**config.mk**
```make
export PLATFORM = sky130hd
export DESIGN_NAME = sq_wave_gen
export DESIGN_NICKNAME = d
export VERILOG_FILES = /design/src/rtl/sq_wave_gen_pkg.sv /design/src/rtl/sq_wave_chan.sv /design/src/rtl/sq_wave_gen.sv
export SDC_FILE = /design/constraint.sdc
export NUM_CORES = 1
export LEC_CHECK = 0
export CAP_MARGIN = 20
export CORE_AREA = 2 2 136 138
export DETAILED_ROUTE_END_ITERATION = 7
export DIE_AREA = 0 0 138 140
export PLACE_DENSITY_LB_ADDON = 0.1
export SLEW_MARGIN = 20
export SYNTH_ARGS = -nofsm -noshare
export SYNTH_HDL_FRONTEND = slang
export SYNTH_SLANG_ARGS = --single-unit
```
**constraint.sdc**
```tcl
create_clock -name clk -period 9.4 [get_ports clk]
set_input_delay 1.88 -clock clk [delete_from_list [all_inputs] [get_ports clk]]
set_output_delay 1.88 -clock clk [all_outputs]
set_load 0.005 [all_outputs]
```
**src/rtl/sq_wave_gen_pkg.sv**
```systemverilog
// Shared constants and helpers for the sq_wave_gen square-wave generator.
// Optional macro SQ_WAVE_GEN_SYNC_EN adds a global phase-align input.
package sq_wave_gen_pkg;

    localparam int DIV_W_DEF = 16;
    localparam int HALF_IDLE = 0;
    localparam int MAX_CH    = 16;

    typedef enum logic {
        CH_IDLE = 1'b0,
        CH_RUN  = 1'b1
    } ch_mode_e;

    // Channel-select width, never below one bit even for a single channel.
    function automatic int ch_width(input int n);
        int lim;
        lim = (n > MAX_CH) ? MAX_CH : n;
        return (lim <= 2) ? 1 : $clog2(lim);
    endfunction

endpackage

```
**src/rtl/sq_wave_chan.sv**
```systemverilog
// One square-wave channel: active/shadow half-period, counter and output.
// With SQ_WAVE_GEN_SYNC_EN defined, sync_in realigns the channel phase.
module sq_wave_chan
    import sq_wave_gen_pkg::*;
#(
    parameter int DIV_W      = DIV_W_DEF,
    parameter int RESET_HALF = 64
) (
    input  logic             clk,
    input  logic             rst,
    input  logic             en,
`ifdef SQ_WAVE_GEN_SYNC_EN
    input  logic             sync_in,
`endif
    input  logic             wr,
    input  logic [DIV_W-1:0] wr_half,
    output logic             out,
    output logic             busy
);

    logic [DIV_W-1:0] half_q, half_d;
    logic [DIV_W-1:0] pend_q, pend_d;
    logic [DIV_W-1:0] cnt_q, cnt_d;
    logic             pend_v_q, pend_v_d;
    logic             out_q, out_d;
    ch_mode_e         mode;
    logic             boundary;
    logic             sync;

    assign mode     = (half_q == DIV_W'(HALF_IDLE)) ? CH_IDLE : CH_RUN;
    assign boundary = (cnt_q == half_q - DIV_W'(1));

`ifdef SQ_WAVE_GEN_SYNC_EN
    assign sync = sync_in;
`else
    assign sync = 1'b0;
`endif

    always_comb begin
        half_d   = half_q;
        pend_d   = pend_q;
        pend_v_d = pend_v_q;
        cnt_d    = cnt_q;
        out_d    = out_q;
        if (sync) begin
            cnt_d = '0;
            out_d = 1'b0;
            if (pend_v_q) begin
                half_d   = pend_q;
                pend_v_d = 1'b0;
            end
        end else if (mode == CH_IDLE) begin
            // Idle channels take a pending value at once, no boundary to wait for.
            cnt_d = '0;
            out_d = 1'b0;
            if (pend_v_q) begin
                half_d   = pend_q;
                pend_v_d = 1'b0;
            end
        end else if (en) begin
            if (boundary) begin
                cnt_d = '0;
                out_d = ~out_q;
                if (pend_v_q) begin
                    half_d   = pend_q;
                    pend_v_d = 1'b0;
                    if (pend_q == DIV_W'(HALF_IDLE)) begin
                        out_d = 1'b0;
                    end
                end
            end else begin
                cnt_d = cnt_q + DIV_W'(1);
            end
        end
        // A write is only taken while the shadow is empty, so it never races the load above.
        if (wr && !pend_v_q) begin
            pend_d   = wr_half;
            pend_v_d = 1'b1;
        end
    end

    always_ff @(posedge clk or posedge rst) begin
        if (rst) begin
            half_q   <= DIV_W'(RESET_HALF);
            pend_q   <= '0;
            pend_v_q <= 1'b0;
            cnt_q    <= '0;
            out_q    <= 1'b0;
        end else begin
            half_q   <= half_d;
            pend_q   <= pend_d;
            pend_v_q <= pend_v_d;
            cnt_q    <= cnt_d;
            out_q    <= out_d;
        end
    end

    assign out  = out_q;
    assign busy = pend_v_q;

endmodule

```
**src/rtl/sq_wave_gen.sv**
```systemverilog
// Multi-channel programmable square-wave generator with valid/ready config port.
// Define SQ_WAVE_GEN_SYNC_EN to add the sync_in phase-align input.
module sq_wave_gen
    import sq_wave_gen_pkg::*;
#(
    parameter int  NUM_CH     = 4,
    parameter int  DIV_W      = DIV_W_DEF,
    parameter int  RESET_HALF = 64,
    localparam int CH_W       = ch_width(NUM_CH)
) (
    input  logic              clk,
    input  logic              rst,
    input  logic              en,
`ifdef SQ_WAVE_GEN_SYNC_EN
    input  logic              sync_in,
`endif
    input  logic              cfg_valid,
    output logic              cfg_ready,
    input  logic [CH_W-1:0]   cfg_ch,
    input  logic [DIV_W-1:0]  cfg_half,
    output logic [NUM_CH-1:0] sq_out,
    output logic [NUM_CH-1:0] busy
);

    logic [NUM_CH-1:0] wr;

    // Selects beyond NUM_CH report ready and match no channel, so the write is dropped.
    always_comb begin
        cfg_ready = 1'b1;
        for (int i = 0; i < NUM_CH; i++) begin
            if (cfg_ch == CH_W'(i)) begin
                cfg_ready = ~busy[i];
            end
        end
    end

    always_comb begin
        wr = '0;
        for (int i = 0; i < NUM_CH; i++) begin
            wr[i] = cfg_valid && cfg_ready && (cfg_ch == CH_W'(i));
        end
    end

    for (genvar g = 0; g < NUM_CH; g++) begin : g_ch
        sq_wave_chan #(
            .DIV_W      (DIV_W),
            .RESET_HALF (RESET_HALF)
        ) u_chan (
            .clk     (clk),
            .rst     (rst),
            .en      (en),
`ifdef SQ_WAVE_GEN_SYNC_EN
            .sync_in (sync_in),
`endif
            .wr      (wr[g]),
            .wr_half (cfg_half),
            .out     (sq_out[g]),
            .busy    (busy[g])
        );
    end

endmodule

```
==> flow_metrics.env, run 1 <==
export IMPL_slew_headroom_pct=39.1
export IMPL_max_slew_worst_pin_slew_ns=0.914
export IMPL_holdPathEnd="g_ch[0].u_chan.half_q[0]"
export IMPL_global_route_usage_met3_pct=4.96
export IMPL_synth_area_per_cell_um2=10.4
export IMPL_routed_via_count=8071
export IMPL_wire_length_of_the_first_global_routing_pass_um=40000
export IMPL_use_met2_pct=38.7
export IMPL_drt_vias_per_instance=6.22
export IMPL_max_freq_ghz=0.177
export IMPL_grt_pass1_vias=7546
export IMPL_regToRegSetupSlack_ns=4.97
export IMPL_numPortBuffers=30
export IMPL_globalRoute_totalOverflow=0
export IMPL_number_of_nets_with_antenna_violations_after_detailed_routing=0
export IMPL_die_x_um=138
export IMPL_final_max_slew_violation_count=0
export IMPL_post_route_drc_count=0
export IMPL_multi_input_comb_area_um2=5520
export IMPL_grt_busiest_layer="met2"
export IMPL_worstReg2RegStart="g_ch[0].u_chan.half_q[3]"
export IMPL_routedWlPerCell_um=18.4
export IMPL_crit_type="in -> out"
export IMPL_timing_setup_tns_ns=0
export IMPL_worst_hold_path_num_cells=1
export IMPL_first_pass_iters=5
export IMPL_setup_slack_ns=3.76
export IMPL_part_of_the_cycle_the_worst_path_needs_pct=60.0
export IMPL_drt_iter0_markers=602
export IMPL_leakagePower_uw=0.00512
export IMPL_rows=49
export IMPL_fillerInstances=1420
export IMPL_p_per_area_nw_per_um2=262
export IMPL_rr_worst_depth=8
export IMPL_cp_arrival_ns=3.76
export IMPL_final_setup_viol_count=0
export IMPL_synthArstFlopShare_pct=100
export IMPL_clk_pin_slew_worst_paths_ns=0.07
export IMPL_max_cap_violations=0
export IMPL_post_cts_resize_count=0
export IMPL_report_final_hold_viol_count=0
export IMPL_timing_rr_end="g_ch[0].u_chan.half_q[8]"
export IMPL_proportion_of_synthesized_chip_area_in_sequential_cells_pct=46.1
export IMPL_setup_repair_after_global_routing_missed_its_margin="no"
export IMPL_synthesis_yosys_warnings=0
export IMPL_required_time_at_the_endpoint_of_the_critical_path_ns=7.52
export IMPL_synth_top_flop_cell="dfrtp_1"
export IMPL_critPathLaunchType="input port"
export IMPL_cts_root_buf="clkbuf_16"
export IMPL_fraction_of_final_layout_cells_with_drive_strength_greater_than_1_pct=13.3
export IMPL_distinct_cell_type_count_of_the_synthesized_netlist=80
export IMPL_clock_buffers_created_by_tritoncts=17
export IMPL_core_area_um2=17800
export IMPL_die_height_um=140
export IMPL_area_delta_synth_final_pct=9.51
export IMPL_grt_met1_usage_pct=38.4
export IMPL_postSynthCellCount=1050
export IMPL_hp_class="reg -> reg"
export IMPL_antenna_found_initial=0
export IMPL_cts_path_max_buffers=2
export IMPL_final_setup_skew_ns=0.00714
export IMPL_fp_dieArea_um2=19300
export IMPL_worst_setup_path_end_kind="output pin"
export IMPL_gpl_final_weighted_congestion=0.908
export IMPL_hold_buffers=0
export IMPL_worstHoldStart="g_ch[0].u_chan.pend_q[0]"
export IMPL_insertion_delay_ns=0.44
export IMPL_ioPinCount=31
export IMPL_synth_nets=1080
export IMPL_ff_latch_area_um2=5010
export IMPL_placedInstanceArea_um2=11300
export IMPL_cts_htree_levels=4
export IMPL_worst_supply_voltage_drop_on_vdd_mv=0.224
export IMPL_timing_critical_path_fanout_max=5
export IMPL_finalInstanceArea_um2=11900
export IMPL_synth_edff_count=0
export IMPL_tritoncts="built"
export IMPL_grt_use_total_pct=25.6
export IMPL_post_synthesis_instance_area_um2=10900
export IMPL_fin_crit_ns=5.64
export IMPL_tritoncts_num_sinks=200
export IMPL_grt_start_max_net_pins=131
export IMPL_dp_final_hpwl_um=16800
export IMPL_antennaDiodeCount=0
export IMPL_design_final_nets=1086
export IMPL_status="complete, no violations"
export IMPL_post_cts_buffers=0
export IMPL_dp_slack_ns=3.80
export IMPL_initial_core_util_pct=61.1
export IMPL_ys_ff_latch=200
export IMPL_wirelength_um=23900
## routing by layer
metal  up-vias  part of all wire [%]
li1       3790                     -
met1      4055                    48
met2       202                    46
met3        24                   5.2
met4         0                   1.0
met5         -                     0
## synth_stat cells (all sizes together) (4+ instances only)
| cell | instances | share of area, % |
|---|---|---|
| a21oi | 18 | 0.83 |
| a31oi | 11 | 0.63 |
| a41oi | 4 | 0.32 |
| and2 | 8 | 0.46 |
| and3 | 11 | 0.63 |
| and4 | 4 | 0.32 |
| buf | 14 | 0.96 |
| clkbuf | 36 | 1.2 |
| dfrtp | 196 | 45 |
| dfstp | 4 | 0.97 |
| ha | 8 | 0.92 |
| inv | 34 | 1.2 |
| mux2 | 105 | 11 |
| nand2 | 70 | 2.5 |
| nand2b | 4 | 0.23 |
| nand3 | 28 | 1.3 |
| nand4 | 22 | 1.3 |
| nor2 | 104 | 3.6 |
| nor3 | 27 | 1.3 |
| nor3b | 6 | 0.41 |
| nor4 | 32 | 2.0 |
| nor4b | 5 | 0.54 |
| o2111ai | 7 | 0.56 |
| o21ai | 37 | 1.7 |
| o31ai | 19 | 1.4 |
| or2 | 8 | 0.46 |
| or3 | 7 | 0.40 |
| or4 | 20 | 1.4 |
| xnor2 | 66 | 5.3 |
| xor2 | 63 | 5.1 |
## sequential cells by signal, summed over array words and instances, names as in the netlist
register,flops
g_ch.u_chan.cnt_q,64
g_ch.u_chan.half_q,64
g_ch.u_chan.pend_q,64
g_ch.u_chan.busy,4
g_ch.u_chan.out,4
## cell usage in the layout (no fill, tap or decap), drive strengths merged, types with 5 or more instances in the layout
cell type / count
o21ai: 37
and2: 8
nor3b: 6
nand3: 28
dfrtp: 196
nand2: 70
a21oi: 18
nor2: 104
xor2: 63
o2111ai: 7
clkbuf: 18
inv: 40
nor3: 27
and3: 11
nor4: 32
buf: 7
xnor2: 66
ha: 8
o31ai: 19
or3: 7
or4: 20
nor4b: 5
mux2: 105
or2: 8
nand4: 22
clkdlybuf4s50: 30
a31oi: 11
## layout make-up
class / instances / share of cell area, %
Clock buffer: 18 / 3.61
Clock inverter: 14 / 1.37
Inverter: 35 / 1.17
Multi-Input combinational cell: 765 / 46.4
Sequential cell: 200 / 42.1
Tap cell: 229 / 2.41
Timing Repair Buffer: 37 / 3.00
## logic make-up after synthesis
group | share of synthesized area (%)
simple gates | 18.0
xor+xnor | 10.6
flops | 46.1
mux | 11.4
buf+inv | 3.41
fa+ha+maj | 0.921
compound gates | 9.63
## worst max-delay path, cell delays in order
cell             delay, ns
clkdlybuf4s50_1       0.60
mux4_2                0.54
inv_1                 0.19
clkdlybuf4s50_1       0.54
## report_power, final
group | leakage, µW | switching, µW | internal, µW
Combinational | 0.00233 | 457 | 481
Sequential | 0.00250 | 321 | 1100
Clock | 0.000281 | 349 | 400
Total | 0.00512 | 1130 | 1990
## per-stage QoR
stage	util, %	total power [µW]	hold slack (ns)	std cells
after global placement	63.5	2330	0.493	1265
after floorplan	-	2090	0.468	1050
after global routing	66.9	3310	0.541	1298
after CTS	66.9	3110	0.514	1297
after detailed placement	63.5	2360	0.492	1265
final	66.9	3110	0.515	1298
## how the worst max path moves through the flow
stage	start	end	slack, ns
floorplan	rst	g_ch[0].u_chan.busy	2.07
detailed placement	cfg_ch[0]	cfg_ready	3.80
global route	cfg_ch[0]	cfg_ready	3.69
global placement	cfg_ch[0]	cfg_ready	3.82
finish	cfg_ch[0]	cfg_ready	3.76
CTS	cfg_ch[0]	cfg_ready	3.80
Power figures use the tool's default switching activity.
==> run 2: changes to the inputs <==
--- a/config.mk
+++ b/config.mk
@@ -6,9 +6,9 @@
 export NUM_CORES = 1
 export LEC_CHECK = 0
 export CAP_MARGIN = 20
-export CORE_AREA = 2 2 136 138
+export CORE_AREA = 2 2 143 145
 export DETAILED_ROUTE_END_ITERATION = 7
-export DIE_AREA = 0 0 138 140
+export DIE_AREA = 0 0 145 147
 export PLACE_DENSITY_LB_ADDON = 0.1
 export SLEW_MARGIN = 20
 export SYNTH_ARGS = -nofsm -noshare
==> constraint.sdc (replaced) <==
create_clock -name clk -period 4.52 [get_ports clk]
set_input_delay 0.904 -clock clk [delete_from_list [all_inputs] [get_ports clk]]
set_output_delay 0.904 -clock clk [all_outputs]
set_load 0.005 [all_outputs]
==> run 2 against run 1 <==
  * Global-route usage fell by 2.2 points
  * Sequential power rose by 110%
  * Clock-buffer cell count rose by 1
  * Highest routed layer unchanged
  * Sequential cell count did not move
  * Clock skew rose by 0.0055 ns
  * Cell area rose by 0.96%
  * Critical path depth rose by 4
  * Worst hold slack improved by 0.0026 ns
  * Via count fell by 0.71%
  * Utilization fell by 6.4 points
  * Cell count rose by 3.8%
==> flow_metrics.env, run 2 (same netlist as run 1, synthesis figures left out) <==
export IMPL_dp_slack_ns=0.500
export IMPL_drt_vias_per_instance=5.95
export IMPL_critPathMaxStageDelay_ns=0.59
export IMPL_layout_top_registers="g_ch.u_chan.cnt_q: 64 flops, g_ch.u_chan.half_q: 64 flops, g_ch.u_chan.pend_q: 64 flops"
export IMPL_clk_pin_slew_worst_paths_ns=0.07
export IMPL_timing_setup_tns_ns=0
export IMPL_timing_critical_path_cells="nor4_4, nand2_2, or4_1, a221o_1, nor4b_4, a21o_4, and2_1, mux2_1"
export IMPL_post_route_drc_count=0
export IMPL_worst_supply_voltage_drop_on_vdd_mv=0.288
export IMPL_setup_slack_ns=0.494
export IMPL_max_cap_violations=0
export IMPL_ioPinCount=31
export IMPL_wirelength_um=24200
export IMPL_post_cts_buffers=0
export IMPL_layout_cells_most_common_list="196 x dfrtp_1, 104 x nor2_1, 77 x mux2_2"
export IMPL_drt_iter0_markers=466
export IMPL_area_delta_synth_final_pct=10.6
export IMPL_cts_root_buf="clkbuf_16"
export IMPL_grt_start_max_net_pins=67
export IMPL_cts_path_max_buffers=2
export IMPL_routed_via_count=8014
export IMPL_setup_repair_after_global_routing_missed_its_margin="no"
export IMPL_placedInstanceArea_um2=11400
export IMPL_status="complete, no violations"
export IMPL_fillerInstances=1713
export IMPL_worst_hold_path_num_cells=1
export IMPL_final_max_slew_violation_count=0
export IMPL_hold_buffers=0
export IMPL_antennaDiodeCount=0
export IMPL_design_final_nets=1094
export IMPL_report_final_hold_viol_count=0
export IMPL_dp_final_hpwl_um=17000
export IMPL_clock_buffers_created_by_tritoncts=17
export IMPL_max_slew_worst_pin_slew_ns=0.936
export IMPL_globalRoute_totalOverflow=0
export IMPL_final_setup_viol_count=0
export IMPL_fp_dieArea_um2=21300
export IMPL_timing_critical_path_fanout_max=16
export IMPL_rows=52
export IMPL_die_height_um=147
export IMPL_first_pass_iters=5
export IMPL_number_of_nets_with_antenna_violations_after_detailed_routing=0
export IMPL_worst_setup_path_end_kind="flop"
export IMPL_fin_crit_ns=4.03
export IMPL_antenna_found_initial=0
export IMPL_most_common_library_cell_in_the_layout_ignoring_fill_and_taps="dfrtp_1"
export IMPL_insertion_delay_ns=0.44
export IMPL_grt_pass1_vias=7653
export IMPL_tritoncts_num_sinks=200
export IMPL_rr_worst_depth=8
export IMPL_wire_length_of_the_first_global_routing_pass_um=40200
export IMPL_die_x_um=145
export IMPL_tritoncts="built"
export IMPL_crit_type="reg -> reg"
export IMPL_fraction_of_final_layout_cells_with_drive_strength_greater_than_1_pct=13.8
export IMPL_part_of_the_cycle_the_worst_path_needs_pct=89.1
export IMPL_max_freq_ghz=0.248
export IMPL_cts_htree_levels=4
export IMPL_required_time_at_the_endpoint_of_the_critical_path_ns=4.83
export IMPL_critPathLaunchType="flop"
export IMPL_numPortBuffers=30
export IMPL_core_area_um2=19800
export IMPL_routedWlPerCell_um=18.0
export IMPL_slew_headroom_pct=37.5
export IMPL_final_setup_skew_ns=0.0126
export IMPL_p_total_uw=6430
export IMPL_hp_class="reg -> reg"
export IMPL_finalInstanceArea_um2=12000
export IMPL_leakagePower_uw=0.00515
export IMPL_timing_critical_path_slowest_stage_cell="and2_1"
export IMPL_hold_slack_ns=0.517
export IMPL_grt_use_total_pct=23.4
export IMPL_initial_core_util_pct=54.8
export IMPL_gpl_final_weighted_congestion=0.877
export IMPL_post_cts_resize_count=0
export IMPL_cp_arrival_ns=4.34
export IMPL_p_per_area_nw_per_um2=535
-- run 2: per-stage QoR --
step                      cells  utilization [%]
after floorplan            1050                -
after global placement     1314             57.6
after detailed placement   1314             57.6
after CTS                  1346             60.5
after global routing       1347             60.5
final                      1347             60.5
-- run 2: metal layers --
layer	wire length, µm	vias up	part of all wire, %	track usage, %
li1	-	3813	-	-
met1	11900	4021	49	34.9
met2	11100	158	46	35.8
met3	976	22	4.0	4.35
met4	240	0	0.99	5.05
met5	0	-	0	0
-- run 2: worst paths after layout --
check	startpoint	end	slack, ns
max in group asynchronous	rst	g_ch[3].u_chan.half_q[6]	2.59
setup reg to reg	g_ch[3].u_chan.half_q[2]	g_ch[3].u_chan.half_q[3]	0.49
hold / removal	g_ch[0].u_chan.pend_q[9]	g_ch[0].u_chan.half_q[9]	0.52
min in group asynchronous	rst	g_ch[3].u_chan.pend_q[13]	1.01
setup / recovery	g_ch[3].u_chan.half_q[2]	g_ch[3].u_chan.half_q[3]	0.49
hold reg to reg	g_ch[0].u_chan.pend_q[9]	g_ch[0].u_chan.half_q[9]	0.52
-- run 2: critical path, delay by kind of cell (launching register included) --
kind | cells | cell delay [ns]
and+or+nand+nor | 5 | 2.33
muxes | 1 | 0.39
AOI/OAI and AO/OA | 2 | 0.72
DFF | 1 | 0.47
-- run 2: power by group --
part / total, µW / switching [µW] / internal (µW)
registers: 2950 / 648 / 2300
clock network: 1520 / 728 / 794
logic: 1960 / 947 / 1020
total: 6430 / 2320 / 4110
-- run 2: cell type report --
cell class                      instances  area [µm²]  share of cell area (%)
Tap cell                              270         338                    2.81
Inverter                               35         135                    1.12
Clock buffer                           19         443                    3.69
Multi-Input combinational cell        765        5510                    45.9
Timing Repair Buffer                   45         442                    3.68
Clock inverter                         13         134                    1.11
Sequential cell                       200        5010                    41.7
